--- src/rtl/link_fanin_arbiter.sv ---
// Two-requester fan-in arbiter onto one shared link.
// A granted requester first sends NUM_ID identification words and then its
// data words. The message ends on an accepted word that carries the release
// flag, or it is aborted after TIMEOUT cycles without an accepted word.
// Ties between the two requesters are broken round-robin.
module link_fanin_arbiter #(
    parameter int WIDTH_DATA = 32,
    parameter int NUM_ID     = 3,
    parameter int TIMEOUT    = 64
) (
    input  logic                  clock,
    input  logic                  reset,
    input  logic [1:0]            I_Req,
    output logic [1:0]            O_Ack,
    input  logic [1:0]            I_Valid,
    input  logic [1:0]            I_Rls,
    input  logic [WIDTH_DATA-1:0] I_Data0,
    input  logic [WIDTH_DATA-1:0] I_Data1,
    output logic                  O_Valid,
    output logic [WIDTH_DATA-1:0] O_Data,
    output logic                  O_is_ID,
    input  logic                  I_Nack,
    output logic [1:0]            O_Nack,
    output logic                  O_Sel,
    output logic                  O_is_Busy,
    output logic                  O_Err
);

    localparam int CNT_W = $clog2(NUM_ID + 1);
    localparam logic [CNT_W-1:0] CNT_LAST  = CNT_W'(NUM_ID - 1);
    localparam logic [CNT_W-1:0] CNT_ONE   = CNT_W'(1);
    localparam logic [7:0]       IDLE_LAST = 8'(TIMEOUT - 1);

    typedef enum logic [1:0] {
        INIT    = 2'd0,
        SEND_ID = 2'd1,
        RUN     = 2'd2
    } state_t;

    state_t           state;
    state_t           state_next;
    logic             R_Sel;
    logic             R_Last;
    logic [CNT_W-1:0] R_Cnt;
    logic [7:0]       R_Idle;
    logic             R_Nack;

    logic             sel_next;
    logic             last_next;
    logic [CNT_W-1:0] cnt_next;
    logic [7:0]       idle_next;

    logic             active;
    logic             acc;
    logic             msg_end;
    logic             timeout_hit;
    logic             grant_req;
    logic             winner;

    // Decode the word handshake, message end, timeout and the INIT winner.
    always_comb begin
        active      = (state == SEND_ID) || (state == RUN);
        acc         = active & I_Valid[R_Sel] & ~R_Nack;
        msg_end     = acc & I_Rls[R_Sel];
        timeout_hit = active & ~acc & (R_Idle == IDLE_LAST);
        grant_req   = |I_Req;
        if (I_Req == 2'b11) begin
            winner = ~R_Last;
        end else begin
            winner = I_Req[1];
        end
    end

    // Next-state logic for the FSM and its owner, round-robin, ID and idle counters.
    always_comb begin
        state_next = state;
        sel_next   = R_Sel;
        last_next  = R_Last;
        cnt_next   = R_Cnt;
        idle_next  = R_Idle;
        case (state)
            INIT: begin
                if (grant_req) begin
                    state_next = SEND_ID;
                    sel_next   = winner;
                    cnt_next   = '0;
                    idle_next  = '0;
                end
            end
            SEND_ID: begin
                if (msg_end || timeout_hit) begin
                    state_next = INIT;
                    last_next  = R_Sel;
                    cnt_next   = '0;
                    idle_next  = '0;
                end else if (acc) begin
                    idle_next = '0;
                    if (R_Cnt == CNT_LAST) begin
                        cnt_next   = '0;
                        state_next = RUN;
                    end else begin
                        cnt_next = R_Cnt + CNT_ONE;
                    end
                end else begin
                    idle_next = R_Idle + 8'd1;
                end
            end
            RUN: begin
                if (msg_end || timeout_hit) begin
                    state_next = INIT;
                    last_next  = R_Sel;
                    cnt_next   = '0;
                    idle_next  = '0;
                end else if (acc) begin
                    idle_next = '0;
                end else begin
                    idle_next = R_Idle + 8'd1;
                end
            end
            default: begin
                state_next = INIT;
                cnt_next   = '0;
                idle_next  = '0;
            end
        endcase
    end

    // State register with synchronous reset; the downstream nack is registered every cycle.
    always_ff @(posedge clock) begin
        if (reset) begin
            state  <= INIT;
            R_Sel  <= 1'b0;
            R_Last <= 1'b1;
            R_Cnt  <= '0;
            R_Idle <= '0;
            R_Nack <= 1'b0;
        end else begin
            state  <= state_next;
            R_Sel  <= sel_next;
            R_Last <= last_next;
            R_Cnt  <= cnt_next;
            R_Idle <= idle_next;
            R_Nack <= I_Nack;
        end
    end

    // Link outputs; reset forces them quiet at once so a grant is dropped immediately.
    always_comb begin
        O_Ack     = 2'b00;
        O_Valid   = 1'b0;
        O_Data    = '0;
        O_is_ID   = 1'b0;
        O_Nack    = 2'b11;
        O_Sel     = 1'b0;
        O_is_Busy = 1'b0;
        O_Err     = 1'b0;
        if (!reset) begin
            O_Sel = R_Sel;
            if ((state == INIT) && grant_req) begin
                O_Ack = winner ? 2'b10 : 2'b01;
            end
            if (active) begin
                O_Valid = I_Valid[R_Sel];
                if (I_Valid[R_Sel]) begin
                    O_Data = R_Sel ? I_Data1 : I_Data0;
                end
                O_is_ID       = (state == SEND_ID) & I_Valid[R_Sel];
                O_Nack[R_Sel] = I_Nack;
            end
            O_is_Busy = (state != INIT) & ~msg_end & ~timeout_hit;
            O_Err     = timeout_hit;
        end
    end

endmodule

--- config.mk ---
export PLATFORM = sky130hd
export DESIGN_NAME = link_fanin_arbiter
export DESIGN_NICKNAME = d
export VERILOG_FILES = /design/src/rtl/link_fanin_arbiter.sv
export SDC_FILE = /design/constraint.sdc
export NUM_CORES = 1
export LEC_CHECK = 0
export CORE_MARGIN = 2
export CORE_UTILIZATION = 33
export DETAILED_ROUTE_END_ITERATION = 8
export PLACE_DENSITY = 0.81
export SETUP_SLACK_MARGIN = 0.2
export SLEW_MARGIN = 20
export SYNTH_ARGS = -nofsm -noshare
export SYNTH_HDL_FRONTEND = slang
export SYNTH_SLANG_ARGS = --single-unit
--- constraint.sdc ---
create_clock -name clock -period 2.17 [get_ports clock]
set_clock_uncertainty 0.2 [all_clocks]
set_input_delay 0.3255 -clock clock [delete_from_list [all_inputs] [get_ports clock]]
set_output_delay 0.3255 -clock clock [all_outputs]
set_load 0.005 [all_outputs]
==> results.toml, run 1 <==
[clock_tree]
clock_latency_ns = 0.26
htreeDepth = 1
hold_buffers = 0
root_buffer = "clkbuf_8"
path_clk_slew_ns = 0.07
cts_buffer_depth = 2
cts_tree = "built"
numCtsBuffers = 3
cts.sinks = 15

[synthesis]
avgSynthCellArea_um2 = 7.43
synthTopCellsByArea = "mux2i_1 24%, dfxtp_1 22%, nor2_1 12%"
yosysWarningCount = 0
synth_top_cell_area_share = 0.242
ys_ff_latch = 15
synthesis.nets = 261
synthTopCellsByCount = "44 x nor2_1, 33 x mux2i_1, 15 x dfxtp_1, 14 x nand2_1, 7 x inv_1"
synth_area_mm2 = 0.00137
yosysMostFrequentCell = "nor2_1"
synth_area_leader_cell = "mux2i_1"
syn-instance-count = 184
synth-edff-count = 0
synth_flop_cell = "dfxtp_1"
ys_seq_area_frac = 0.220
async_reset_ff_frac = 0
synth_cell_type_count = 41

[routing]
via_per_inst = 6.19
drtIter0Drc = 307
first_pass_iters = 5
drc = 0
antenna_left = 0
wire_per_inst_um = 27.4
vias = 2508
wirelength_um = 11100

[sta]
period_needed_ns = 2.34
rsz0062_at_grt = "yes"
slew_violations = 0
setup_violations = 23
layout_setup_ws_ns = -0.166
worst_slew_pin_slew_ns = 0.432
min_period_over_period = 1.08
finalHoldViolations = 0
hold_slack_ns = 0.358
max_freq_mhz = 428
tns_ns = -1.24
relSlewSlack = 0.708

[placement]
gp_congestion = 0.834
dpl.hpwl_um = 4560
placed_area_mm2 = 0.00280
port_buffers = 113

[finish]
fill_cells = 136
multi_input_area_mm2 = 0.00151
drive_above_1_share = 0.518
seqCellArea_um2 = 309
antenna_cells = 0
nets = 433
area_delta_synth_final_pct = 170
final_area_mm2 = 0.00369

[global_route]
grt_overflow = 0
grt_max_degree = 12
track_usage = 0.334
grtUsageMet3 = 0.0872
first_global_vias = 2278
grt-busiest-layer = "met2"
grt_pass1_wl_um = 11300
use_met2 = 0.619
antenna_found_initial = 0
use_met1 = 0.357

[worst_setup_path]
cp_slowest_cell = "dfxtp_4"
crit_fanout = 5
critPathCaptureType = "primary output"
worstPathArrival_ns = 1.81
required_ns = 1.64
start_kind = "flip-flop"
worstSetupPathType = "flip-flop to primary output"
cp_cell_sequence = "mux2i_2 -> buf_4 -> o211a_1 -> o21a_1 -> nor3_2 -> buf_2"
slowest_delay_ns = 0.40

[pwr]
cellLeakagePower_nw = 1.49
power_density_mw_per_mm2 = 535
ir_drop_mv = 0.434

[min_path]
hold_path.class = "flip-flop to flip-flop"

[die]
dieArea_mm2 = 0.00468
fp.coreArea_mm2 = 0.00400
die_width_um = 68.4
die_h_um = 68.4
start_util = 0.342
fp-row-count = 23
ios = 114

[job]
maxCapViolCount = 0

[status]
status = "finished with violations"
failed_checks = "negative setup slack"
[final cells by class]
type	count	area share
tap	50	0.0169
multi-input combinational	154	0.409
inverter	7	0.00712
clock buffer	3	0.0112
sequential	15	0.0837
clock inverter	1	0.00136
timing repair buffer	175	0.471
[critical path: cells and delay by family, from the launching register on]
kind	cells	cell delay [ns]
AOI/OAI and AO/OA	2	0.45
and+or+nand+nor	1	0.05
DFF	1	0.40
buffers and inverters	2	0.30
muxes	1	0.34
[metrics by stage]
step	setup WS [ns]	std cells	total power (W)	util
floorplan	0.277	184	0.000659	-
global placement	-0.441	373	0.00107	0.700
detailed placement	-0.480	373	0.00108	0.700
CTS	-0.0357	398	0.00157	0.803
global route	-0.182	405	0.00201	0.923
finish	-0.166	405	0.00197	0.923
[registers in the layout, summed over array words and instances, names as in the netlist]
name and flops:
R_Cnt 2, R_Last 1, R_Nack 1, state 2, R_Sel 1, R_Idle 8
[power by group]
group          total, W  switching (W)  internal, W  leakage [nW]
registers      0.000319      0.0000224     0.000297         0.124
logic           0.00140       0.000657     0.000748          1.34
clock network  0.000250       0.000122     0.000128        0.0255
total           0.00197       0.000801      0.00117          1.49
[path summary, 6_finish.rpt]
check                         start                endpoint  slack [ns]  cells after the start
max reg2reg      R_Sel$_SDFFE_PP0P_   R_Cnt[0]$_SDFFE_PP0P_       -0.07                      8
min          R_Idle[6]$_SDFFE_PP0N_  R_Idle[6]$_SDFFE_PP0N_        0.36                      2
min reg2reg  R_Idle[6]$_SDFFE_PP0N_  R_Idle[6]$_SDFFE_PP0N_        0.36                      2
max              R_Sel$_SDFFE_PP0P_               O_is_Busy       -0.17                      6
[placed cells by master, fill, tap and decap left out, types with 8 or more instances in the layout]
cell	synthesis	final
mux2i_4	0	8
nor2_4	0	32
buf_4	1	36
nor2_1	44	12
dfxtp_1	15	10
buf_2	2	21
mux2i_1	33	18
nand2_1	14	14
buf_6	0	26
clkdlybuf4s50_1	0	69
[timing repair]
action                                  in CTS  in global routing
pin swaps                                   31                 13
gates cloned                                 4                  1
gates resized for setup                    228                 94
endpoints found under the setup margin      43                 46
buffers inserted                            17                  6
[metal layers]
metal,up-vias,part of all wire
met5,-,0
met4,0,0.068
met3,78,0.10
met2,249,0.48
met1,1191,0.35
li1,990,-
[logic make-up (layout without fill, tap and decap cells)]
kind of cell	after synthesis	in the layout	share of synthesized area
adders and majority gates	4	4	0.0366
muxes	36	36	0.266
xor gates and xnor gates	4	4	0.0256
buffers and inverters	15	186	0.0457
and+or+nand+nor	83	83	0.273
DFF	15	15	0.220
AOI/OAI and AO/OA	27	27	0.134
Note: power is estimated with default switching activity, not from simulation.
==> inputs of run 2 (changes only) <==
REMOVE_ABC_BUFFERS = 1   (was not set)
clock period = 2.2 ns   (was 2.17 ns; I/O delays follow)
==> results.toml, run 2 (synthesized netlist as in run 1, its figures left out) <==
[status]
status = "finished with violations"
failed_checks = "negative setup slack"

[routing]
antenna_left = 0
drtIter0Drc = 34
first_pass_iters = 4
drc = 0
wire_per_inst_um = 18.4
wirelength_um = 7340
vias = 2073
via_per_inst = 5.21

[finish]
layout_common_cells = "69 x clkdlybuf4s50_1, 32 x mux2i_1, 32 x buf_2"
nets = 426
fin_cells = 398
top_register = "R_Idle"
largest_reg_flops = 8
antenna_cells = 0
layout_commonest_cell = "clkdlybuf4s50_1"
area_delta_synth_final_pct = 141
top_regs = "R_Idle: 8 flops, R_Cnt: 2 flops, state: 2 flops"
drive_above_1_share = 0.454
fill_cells = 212
final_area_mm2 = 0.00330

[min_path]
hold_path.class = "flip-flop to flip-flop"

[worst_setup_path]
crit_fanout = 5
critPathTopFamily = "buffers and inverters"
required_ns = 1.67
cp_cell_sequence = "inv_2 -> ha_4 -> nand3_4 -> buf_12 -> buf_16 -> buf_6 -> nor2_1 -> buf_2"
cp_slowest_cell = "dfxtp_2"
worstSetupPathType = "flip-flop to primary output"
cp_num_buf_inv = 5
worstPathArrival_ns = 1.70
slowest_delay_ns = 0.34
start_kind = "flip-flop"
critPathCaptureType = "primary output"

[die]
fp.coreArea_mm2 = 0.00400
die_h_um = 68.4
dieArea_mm2 = 0.00468
die_width_um = 68.4
ios = 114
start_util = 0.342
fp-row-count = 23

[placement]
gp_congestion = 0.793
dpl.hpwl_um = 4330
port_buffers = 113
placed_area_mm2 = 0.00278
dp_cells = 371
dp_slack_ns = -0.415

[sta]
max_freq_mhz = 448
rsz0062_at_grt = "yes"
min_period_over_period = 1.01
setup_violations = 8
tns_ns = -0.0883
slew_violations = 0
finalHoldViolations = 0
period_needed_ns = 2.23
relSlewSlack = 0.769
worst_slew_pin_slew_ns = 0.337
layout_setup_ws_ns = -0.0322

[clock_tree]
root_buffer = "clkbuf_8"
numCtsBuffers = 3
path_clk_slew_ns = 0.07
htreeDepth = 1
hold_buffers = 0
cts.sinks = 15
cts_buffer_depth = 2
cts_tree = "built"
clock_latency_ns = 0.26

[pwr]
cellLeakagePower_nw = 1.39
ir_drop_mv = 0.274
p_total_w = 0.00165
power_density_mw_per_mm2 = 500

[global_route]
grt_max_degree = 37
track_usage = 0.282
antenna_found_initial = 0
grt_pass1_wl_um = 9690
first_global_vias = 2185
grt_overflow = 0

[job]
maxCapViolCount = 0
[run 2: changes by cell type in the layout (fill, tap and decap cells not counted), sizes merged]
cell and delta:
buf -5, dlygate4sd2 -1, clkbuf -3, clkdlybuf4s15 +2
[run 2: final timing paths]
kind	from	to	slack, ns	cells after the start
worst max-delay path	state[1]$_SDFFE_PP0P_	O_Data[31]	-0.03	8
worst min-delay path	R_Cnt[1]$_SDFFE_PP0P_	state[1]$_SDFFE_PP0P_	0.33	2
worst max register to register	R_Sel$_SDFFE_PP0P_	state[0]$_SDFFE_PP0P_	0.07	7
worst min register to register	R_Cnt[1]$_SDFFE_PP0P_	state[1]$_SDFFE_PP0P_	0.33	2
[run 2: report_power, final]
group          internal, W  switching [W]  total, W
Sequential        0.000293      0.0000180  0.000311
Clock             0.000126       0.000104  0.000230
Combinational     0.000628       0.000478   0.00111
Total              0.00105       0.000601   0.00165
[run 2: what timing repair did]
| item | 4_1_cts | 5_1_grt |
|---|---|---|
| buffers inserted | 16 | 3 |
| hold endpoints to repair | 0 | 0 |
| cloned | 4 | 0 |
| pin swaps | 32 | 13 |
| endpoints found under the setup margin | 42 | 45 |
| resized for setup | 217 | 50 |
[run 2: final cells by class]
cell class,instances,area (um2),share of cell area
clock buffers,3,41.3,0.0125
clock inverters,1,5.00,0.00152
inverters,7,26.3,0.00797
multi-input cells,154,1270,0.385
flip-flops and latches,15,309,0.0937
well taps,50,62.6,0.0190
repair buffers,168,1580,0.480
[run 2: worst min-delay path, cell delays in order (launching register included)]
cell,delay (ns)
dfxtp_1,0.33
nand4_1,0.08
a221oi_1,0.08
[run 2: layer usage]
metal  global-route usage  vias up  part of all wire
met5                    0        -                 0
met4                0.103        0             0.051
met3                0.113       30             0.086
met2                0.550      100              0.52
met1                0.257      965              0.34
li1                     -      978                 -
[run 2: metrics by stage]
stage | utilization | hold WS (ns)
floorplan | - | 0.199
global placement | 0.695 | 0.295
global route | 0.824 | 0.332
detailed placement | 0.695 | 0.298
finish | 0.824 | 0.328
CTS | 0.773 | 0.310
